**src/rtl/expr_parse_cc.sv**
```systemverilog
// expr_parse_cc: infix token front end of the stack calculator; feeds operand/operator stacks and
// sequences reductions through calc_start/calc_complete. Define EXPR_PARSE_ERR_CHK_EN for sticky paren errors.
module expr_parse_cc #(
    parameter int DATA_W = 16
) (
    input  logic              i_clk,
    input  logic              i_reset,
    input  logic              i_tok_valid,
    output logic              o_tok_ready,
    input  logic [1:0]        i_tok_type,
    input  logic [3:0]        i_tok_val,
    output logic [DATA_W-1:0] o_opnd_data,
    output logic              o_opndSTK_push,
    output logic [2:0]        o_op_code,
    output logic              o_opSTK_push,
    output logic              o_opSTK_pop,
    input  logic [2:0]        i_op_top,
    input  logic              i_op_empty,
    output logic              o_calc_start,
    input  logic              i_calc_complete,
    output logic              o_done,
    output logic              o_err
);
    typedef enum logic [3:0] {
        S_IDLE,
        S_PUSH_NUM,
        S_EVAL,
        S_START,
        S_WAIT,
        S_PUSH_OP,
        S_POP_LP,
        S_DONE
`ifdef EXPR_PARSE_ERR_CHK_EN
        , S_ERR
`endif
    } state_t;

    localparam logic [1:0] T_DIGIT = 2'd0;
    localparam logic [1:0] T_OP    = 2'd1;
    localparam logic [1:0] T_PAREN = 2'd2;
    localparam logic [1:0] T_END   = 2'd3;
    localparam logic [2:0] OP_LP   = 3'd4;

`ifdef EXPR_PARSE_ERR_CHK_EN
    localparam state_t S_RPAREN_BAD = S_ERR;
    localparam state_t S_END_LP     = S_ERR;
`else
    // without checking, a stray ')' is dropped and a dangling '(' is popped before finishing
    localparam state_t S_RPAREN_BAD = S_IDLE;
    localparam state_t S_END_LP     = S_POP_LP;
`endif

    state_t            r_state;
    state_t            w_next;
    logic [DATA_W-1:0] r_acc;
    logic              r_num_pending;
    logic [1:0]        r_tok_type;
    logic [1:0]        r_tok_val;
    logic              w_accept;
    logic              w_top_lp;
    logic              w_top_op;
    logic              w_reduce_op;

    assign w_accept = (r_state == S_IDLE) && i_tok_valid;
    assign w_top_lp = !i_op_empty && (i_op_top == OP_LP);
    assign w_top_op = !i_op_empty && (i_op_top != OP_LP);
    // code bit 1 marks * and /, i.e. the high precedence level
    assign w_reduce_op = w_top_op && (i_op_top[1] || !r_tok_val[1]);

    always_ff @(posedge i_clk or posedge i_reset) begin
        if (i_reset) begin
            r_state       <= S_IDLE;
            r_acc         <= '0;
            r_num_pending <= 1'b0;
            r_tok_type    <= '0;
            r_tok_val     <= '0;
        end else begin
            r_state <= w_next;
            if (w_accept) begin
                r_tok_type <= i_tok_type;
                r_tok_val  <= i_tok_val[1:0];
                if (i_tok_type == T_DIGIT) begin
                    r_acc         <= r_acc * DATA_W'(10) + DATA_W'(i_tok_val);
                    r_num_pending <= 1'b1;
                end
            end
            if (r_state == S_PUSH_NUM) begin
                r_acc         <= '0;
                r_num_pending <= 1'b0;
            end
        end
    end

    always_comb begin
        w_next = r_state;
        case (r_state)
            S_IDLE: begin
                if (w_accept && (i_tok_type != T_DIGIT))
                    w_next = r_num_pending ? S_PUSH_NUM : S_EVAL;
            end
            S_PUSH_NUM: w_next = S_EVAL;
            S_EVAL: begin
                case (r_tok_type)
                    T_DIGIT: w_next = S_IDLE;
                    T_OP:    w_next = w_reduce_op ? S_START : S_PUSH_OP;
                    T_PAREN: begin
                        if (!r_tok_val[0])
                            w_next = S_PUSH_OP;
                        else if (w_top_op)
                            w_next = S_START;
                        else if (w_top_lp)
                            w_next = S_POP_LP;
                        else
                            w_next = S_RPAREN_BAD;
                    end
                    T_END: begin
                        if (w_top_op)
                            w_next = S_START;
                        else if (w_top_lp)
                            w_next = S_END_LP;
                        else
                            w_next = S_DONE;
                    end
                endcase
            end
            S_START:   w_next = S_WAIT;
            S_WAIT:    if (i_calc_complete) w_next = S_EVAL;
            S_PUSH_OP: w_next = S_IDLE;
            // an end marker keeps reducing once its '(' is gone
            S_POP_LP:  w_next = (r_tok_type == T_END) ? S_EVAL : S_IDLE;
            S_DONE:    w_next = S_IDLE;
`ifdef EXPR_PARSE_ERR_CHK_EN
            S_ERR:     w_next = S_ERR;
`endif
            default:   w_next = S_IDLE;
        endcase
    end

    always_comb begin
        o_tok_ready    = (r_state == S_IDLE);
        o_opndSTK_push = (r_state == S_PUSH_NUM);
        o_opSTK_push   = (r_state == S_PUSH_OP);
        o_opSTK_pop    = (r_state == S_POP_LP);
        o_calc_start   = (r_state == S_START);
        o_done         = (r_state == S_DONE);
        o_op_code      = '0;
        if (r_state == S_PUSH_OP)
            o_op_code = (r_tok_type == T_PAREN) ? OP_LP : {1'b0, r_tok_val};
    end

    assign o_opnd_data = r_acc;

`ifdef EXPR_PARSE_ERR_CHK_EN
    assign o_err = (r_state == S_ERR);
`else
    assign o_err = 1'b0;
`endif

endmodule

```
**config.mk**
```make
export PLATFORM = sky130hd
export DESIGN_NAME = expr_parse_cc
export DESIGN_NICKNAME = d
export VERILOG_FILES = /design/src/rtl/expr_parse_cc.sv
export SDC_FILE = /design/constraint.sdc
export NUM_CORES = 1
export LEC_CHECK = 0
export ABC_AREA = 1
export BUFFER_PORTS_ARGS = -buffer_cell sky130_fd_sc_hd__buf_4
export CAP_MARGIN = 15
export CORE_ASPECT_RATIO = 1.1
export CORE_MARGIN = 2
export CORE_UTILIZATION = 61
export DETAILED_ROUTE_END_ITERATION = 8
export PLACE_DENSITY = 0.89
export SLEW_MARGIN = 20
export SYNTH_ARGS = -nofsm -noshare
export SYNTH_HDL_FRONTEND = slang
export SYNTH_SLANG_ARGS = --single-unit
export TNS_END_PERCENT = 100
```
**constraint.sdc**
```tcl
create_clock -name i_clk -period 7.2 [get_ports i_clk]
set_input_delay 1.8 -clock i_clk [delete_from_list [all_inputs] [get_ports i_clk]]
set_output_delay 1.8 -clock i_clk [all_outputs]
set_load 0.005 [all_outputs]
```
* After elaboration in Yosys (flattened, before gate mapping)
Index checks and enable logic that the tools add are counted.
** Cells by class
- Add/subtract/negate cells :: 1
- Multipliers :: 1
- Equal/unequal tests :: 14
- Mux-type cells :: 20
- Reductions and logical operators :: 16
** Operator list (number)
- $mux W16 :: 3
- $pmux W4 S6 :: 1
- $mux W3 :: 7
- $add A16 B4 Y16 :: 1
- $eq A4 B3 Y1 const B :: 4
- $mul A16 B3 Y15 const B :: 1
- $pmux W4 S4 :: 1
- $eq A4 B2 Y1 const B :: 2
- $mux W4 :: 2
- $reduce_bool A2 Y1 :: 3
- $logic_and A1 B1 Y1 :: 5
- $eq A2 B2 Y1 const B :: 2
- $eq A4 B1 Y1 const B :: 1
- $logic_not A2 Y1 :: 2
- $logic_not A4 Y1 :: 1
- $mux W1 :: 4
- $mux W2 :: 2
- $reduce_and A2 Y1 :: 2
- $eq A3 B3 Y1 const B :: 1
- $ne A3 B3 Y1 const B :: 1
- $eq A2 B1 Y1 const B :: 1
- $logic_not A1 Y1 :: 2
- $ne A2 B1 Y1 const B :: 1
- $ne A2 B2 Y1 const B :: 1
- $logic_or A1 B1 Y1 :: 1
** Word-level totals
- Flip-flop bits (word level) :: 25
- Logic and storage cells :: 57

* Longest topological paths before layout
- Depth in word-level cells :: 7
- Depth in mapped cells :: 16
- Depth with buffers taken out :: 16

* Worst setup path after synthesis
Ideal clock, no wire load.
- Path type :: in2reg
- From :: input i_tok_val[1]
- To :: register r_acc[15], in the netlist o_opnd_data[15]
- Setup time :: 0.117 ns
- Data arrival time :: 3.251 ns
- Data required time :: 7.083 ns
- Slack :: 3.831 ns
- Cell stages on the path :: 15
- Path buffers :: 0
- Cell sequence :: ha_1 -> inv_1 -> fa_1 -> inv_1 -> nand2_1 -> nand2_1 -> nand2_2 -> nor2_4 -> nand2_2 -> nor2_4 -> nand3_2 -> nor2_4 -> nand4_1 -> nand3_1 -> nand2_1
** On the way
- Cells in the longest elaborated chain, start to end :: 4
** Ends and longest elaborated chain
- start: declaration :: line 11 : input logic [3:0] i_tok_val,
- $add A16 B4 Y16 :: line 83 : r_acc <= r_acc * DATA_W'(10) + DATA_W'(i_tok_val);
- $mux W16 :: line 82 : if (i_tok_type == T_DIGIT) begin
- $mux W16 :: line 79 : if (w_accept) begin
- $mux W16 :: line 87 : if (r_state == S_PUSH_NUM) begin
- end signal: assignment :: line 83
- end: declaration :: line 55 : logic [DATA_W-1:0] r_acc;
Every way passes these cells. The select of a mux whose other input is x is not followed.
A chain may end at the register's enable or synchronous reset.

* Final worst setup path
Same ends and word-level chain as after synthesis.

==> metrics.md <==
| Metric | Value |
|---|---|
| Status | completed |
| Number of antenna cells inserted | 0 |
| Switch share | 0.5040 |
| Crit share post-route | 0.4744 |
| Compound-cell area share of the yosys netlist | 0.09474 |
| Post-Route WL | 5.208 mm |
| H-tree Lvls | 1 |
| NumNets Final | 418 |
| Max Buffers Root-to-Sink | 2 |
| Vias per cell | 5.381 |
| Final min period | 3415 ps |
| CTS resizes | 0 |
| First-pass DRT Iterations | 4 |
| Total grt overflow | 0 |
| Worst r2r src | o_opnd_data[1] |
| RePlAce Congestion | 0.9282 |
| Area post-placement | 0.002613 mm² |
| Worst-Skew Late Latency | 260 ps |
| ANT nets after route | 0 |
| Multiplexer area fraction after synthesis | 0.004929 |
| Overall Power | 1.002 mW |
| Avg Cell Area, Syn | 6.800 µm² |
| Vias in the first global route | about 2.1k |
| Unrepaired setup endpoints after global routing | no |
| Lkg Pwr | 1.525 nW |
| CP endpoint kind | register |
| Clock skew | 3.295 ps |
| # IOs | 40 |
| Met2 wire length | roughly 2.6 mm |
| Worst Path Max Fanout | 4 |
| Core area | 0.003626 mm² |
| Startpoint types | primary input |
| Share of cells above drive strength 1 | 0.1733 |
| Synth warnings | 0 |
| Initial Utilization | 0.6301 |
| Max_slew headroom | 0.4183 |
| Most common cell after layout, fill and taps aside | nand2_1 |
| Flops & latches, synth | 24 |
| CTS Hold Buffers Added | 0 |
| WP data required | 7360 ps |
| DR iter-0 viols | 150 |
| Power Density | roughly 380 mW/mm² |
| Syn nets | 378 |
| Rows | 23 |
| Worst setup margin | between 3000 and 4000 ps |
| Post-Synth Simple-Gate Area | 0.3773 |
| Commonest non-fill, non-tap cells in the layout | nand2_1, inv_1, buf_4, ha_1, nor2_1 |
| Crit path launch | i_tok_val[1] |
| Largest net degree at the start of global routing | 25 |
| Clock power share | 0.091 |
| VDD IR-drop max | 0.2330 mV |
| Seq pwr share | 0.258 |
| Int Pwr | ~500 µW |
| Min-delay src | o_opnd_data[15] |
| CTS Sinks | 24 |
| Clk pin slew, worst setup/hold paths | roughly 80 ps |
| Adder-cell share of the synthesized area | 0.1599 |
| Port Buffer Count | 38 |
| Mapped Cells | between 300 and 400 |
| Fraction of the yosys area taken by sequential cells | 0.2629 |
| Via count | about 2.3k |
| Least-Margin Pin Slew | a little under 900 ps |
| TritonCTS Buffers | 3 |
| Routed length per placed instance | 12.25 µm |
| Top Metal Used | met4 |
| Hold Path Stages | 2 |
| Die Y | about 70 µm |
| HP Class | register to register |
| Fin Setup TNS | 0 ps |
| Sw Pwr | roughly 500 µW |
| CTS tree | built |
| Initial antenna violation count | 0 |
| Worst slack, placed | 3527 ps |
| Synth Cell Area | roughly 0.0023 mm² |
| Gr usage total | 0.2508 |
| Post-CTS setup buffers | 0 |
| Metal3 WL | 237 µm |
| Final Slew Violations | 0 |
| Largest family of logic cells by synthesized area | simple AND/OR/NAND/NOR gates |
| Max Clk Rate | 292.8 MHz |
| # setup viols final | 0 |
| Cell variety after synth | 34 |
| DRC violations left | 0 |
| Die W | 62.35 µm |
| Final hold violations | 0 |
| Met1 wire length | between 2 and 2.5 mm |
| R2r worst-path depth | 14 |
| Detailed Place HPWL | 4.315 mm |
| Area Growth Syn to Fin | 16.76% |
| Max-Cap Viols | 0 |
| DIE AREA | 0.004251 mm² |
| Combinational group share of total power | 0.651 |
| Xor and xnor area share after synthesis | 0.007667 |
| Root buffer cell | clkbuf_8 |
| Worst endpoint data arrival time | 3570 ps |
| Crit Path Category | primary input to register |
| Fin area | between 0.002 and 0.003 mm² |
| First-pass GRT wire length | 8.583 mm |
-- per-layer routing --
layer,vias up,GRT usage
met5,-,0
met4,0,0.06389
met3,9,0.03783
met2,72,0.4783
met1,1039,0.3022
li1,1167,-
-- power groups by stage --
stage               combinational (mW)  sequential (mW)  clock, mW
floorplan                        0.461            0.244          0
global placement                 0.619            0.258          0
detailed placement               0.647            0.260          0
CTS                              0.653            0.258     0.0919
global route                     0.732            0.267     0.0988
finish                           0.652            0.259     0.0911
-- metrics by stage --
stage	cells	hold WS (ps)	util
detailed placement	421	490.5	0.7205
global route	425	537.5	0.7357
CTS	425	512.6	0.7357
floorplan	336	472.6	-
global placement	421	479.4	0.7205
finish	425	509.9	0.7357
-- cell type report --
class	count	area, µm²
multi-input combinational	259	1476
fill	308	958.4
sequential	24	600.6
timing repair buffer	38	285.3
inverter	50	187.7
tap	50	62.56
clock buffer	4	55.05
-- kinds of logic after synthesis --
kind of cell / after synthesis
compound gates: 38
fa+ha+maj: 28
flops: 24
mux: 1
other cells: 1
xor+xnor: 2
simple gates: 189
buf+inv: 53
-- critical path: stages --
cell	delay [ps]
buf_4	90
ha_1	160
inv_1	60
fa_1	350
inv_1	70
nand2_1	60
nand2_1	110
nand2_2	80
nor2_4	90
nand2_2	80
nor2_4	110
nand3_2	110
nor2_4	130
nand4_1	90
nand3_1	110
nand2_1	60
-- synth_stat cells, drive strengths merged --
cell type	count	area (µm²)
nor3	6	30.03
o311ai	1	8.760
o31ai	1	7.510
ha	26	325.3
nand2	111	436.7
clkinv	1	3.750
fa	2	40.04
a32o	2	20.02
nor2	33	168.9
nor4	2	12.51
or2	3	18.77
a21oi	13	65.06
xor2	2	17.52
nand3b	3	22.52
buf	3	20.01
and3	1	6.260
inv	49	183.9
nand4	5	31.28
a22o	1	8.760
a31oi	1	6.260
mux2	1	11.26
o21a	2	15.01
nand3	25	135.1
dfrtp	24	600.6
conb	1	3.750
o21ai	17	85.08
-- final timing paths --
path / to / slack [ps]
worst max-delay path: o_opnd_data[15] / 3780
worst min-delay path: o_opnd_data[15] / 510
worst max register to register: o_opnd_data[14] / 4390
worst min register to register: o_opnd_data[15] / 510
max in group asynchronous: r_tok_type[0] / 4950
min in group asynchronous: r_num_pending / 1710
-- sequential cells by signal, summed over array words and instances (netlist names) --
| register | flops |
|---|---|
| r_tok_type | 2 |
| r_tok_val | 2 |
| o_opnd_data | 16 |
| r_num_pending | 1 |
| r_state | 3 |
Power figures use the tool's default switching activity.
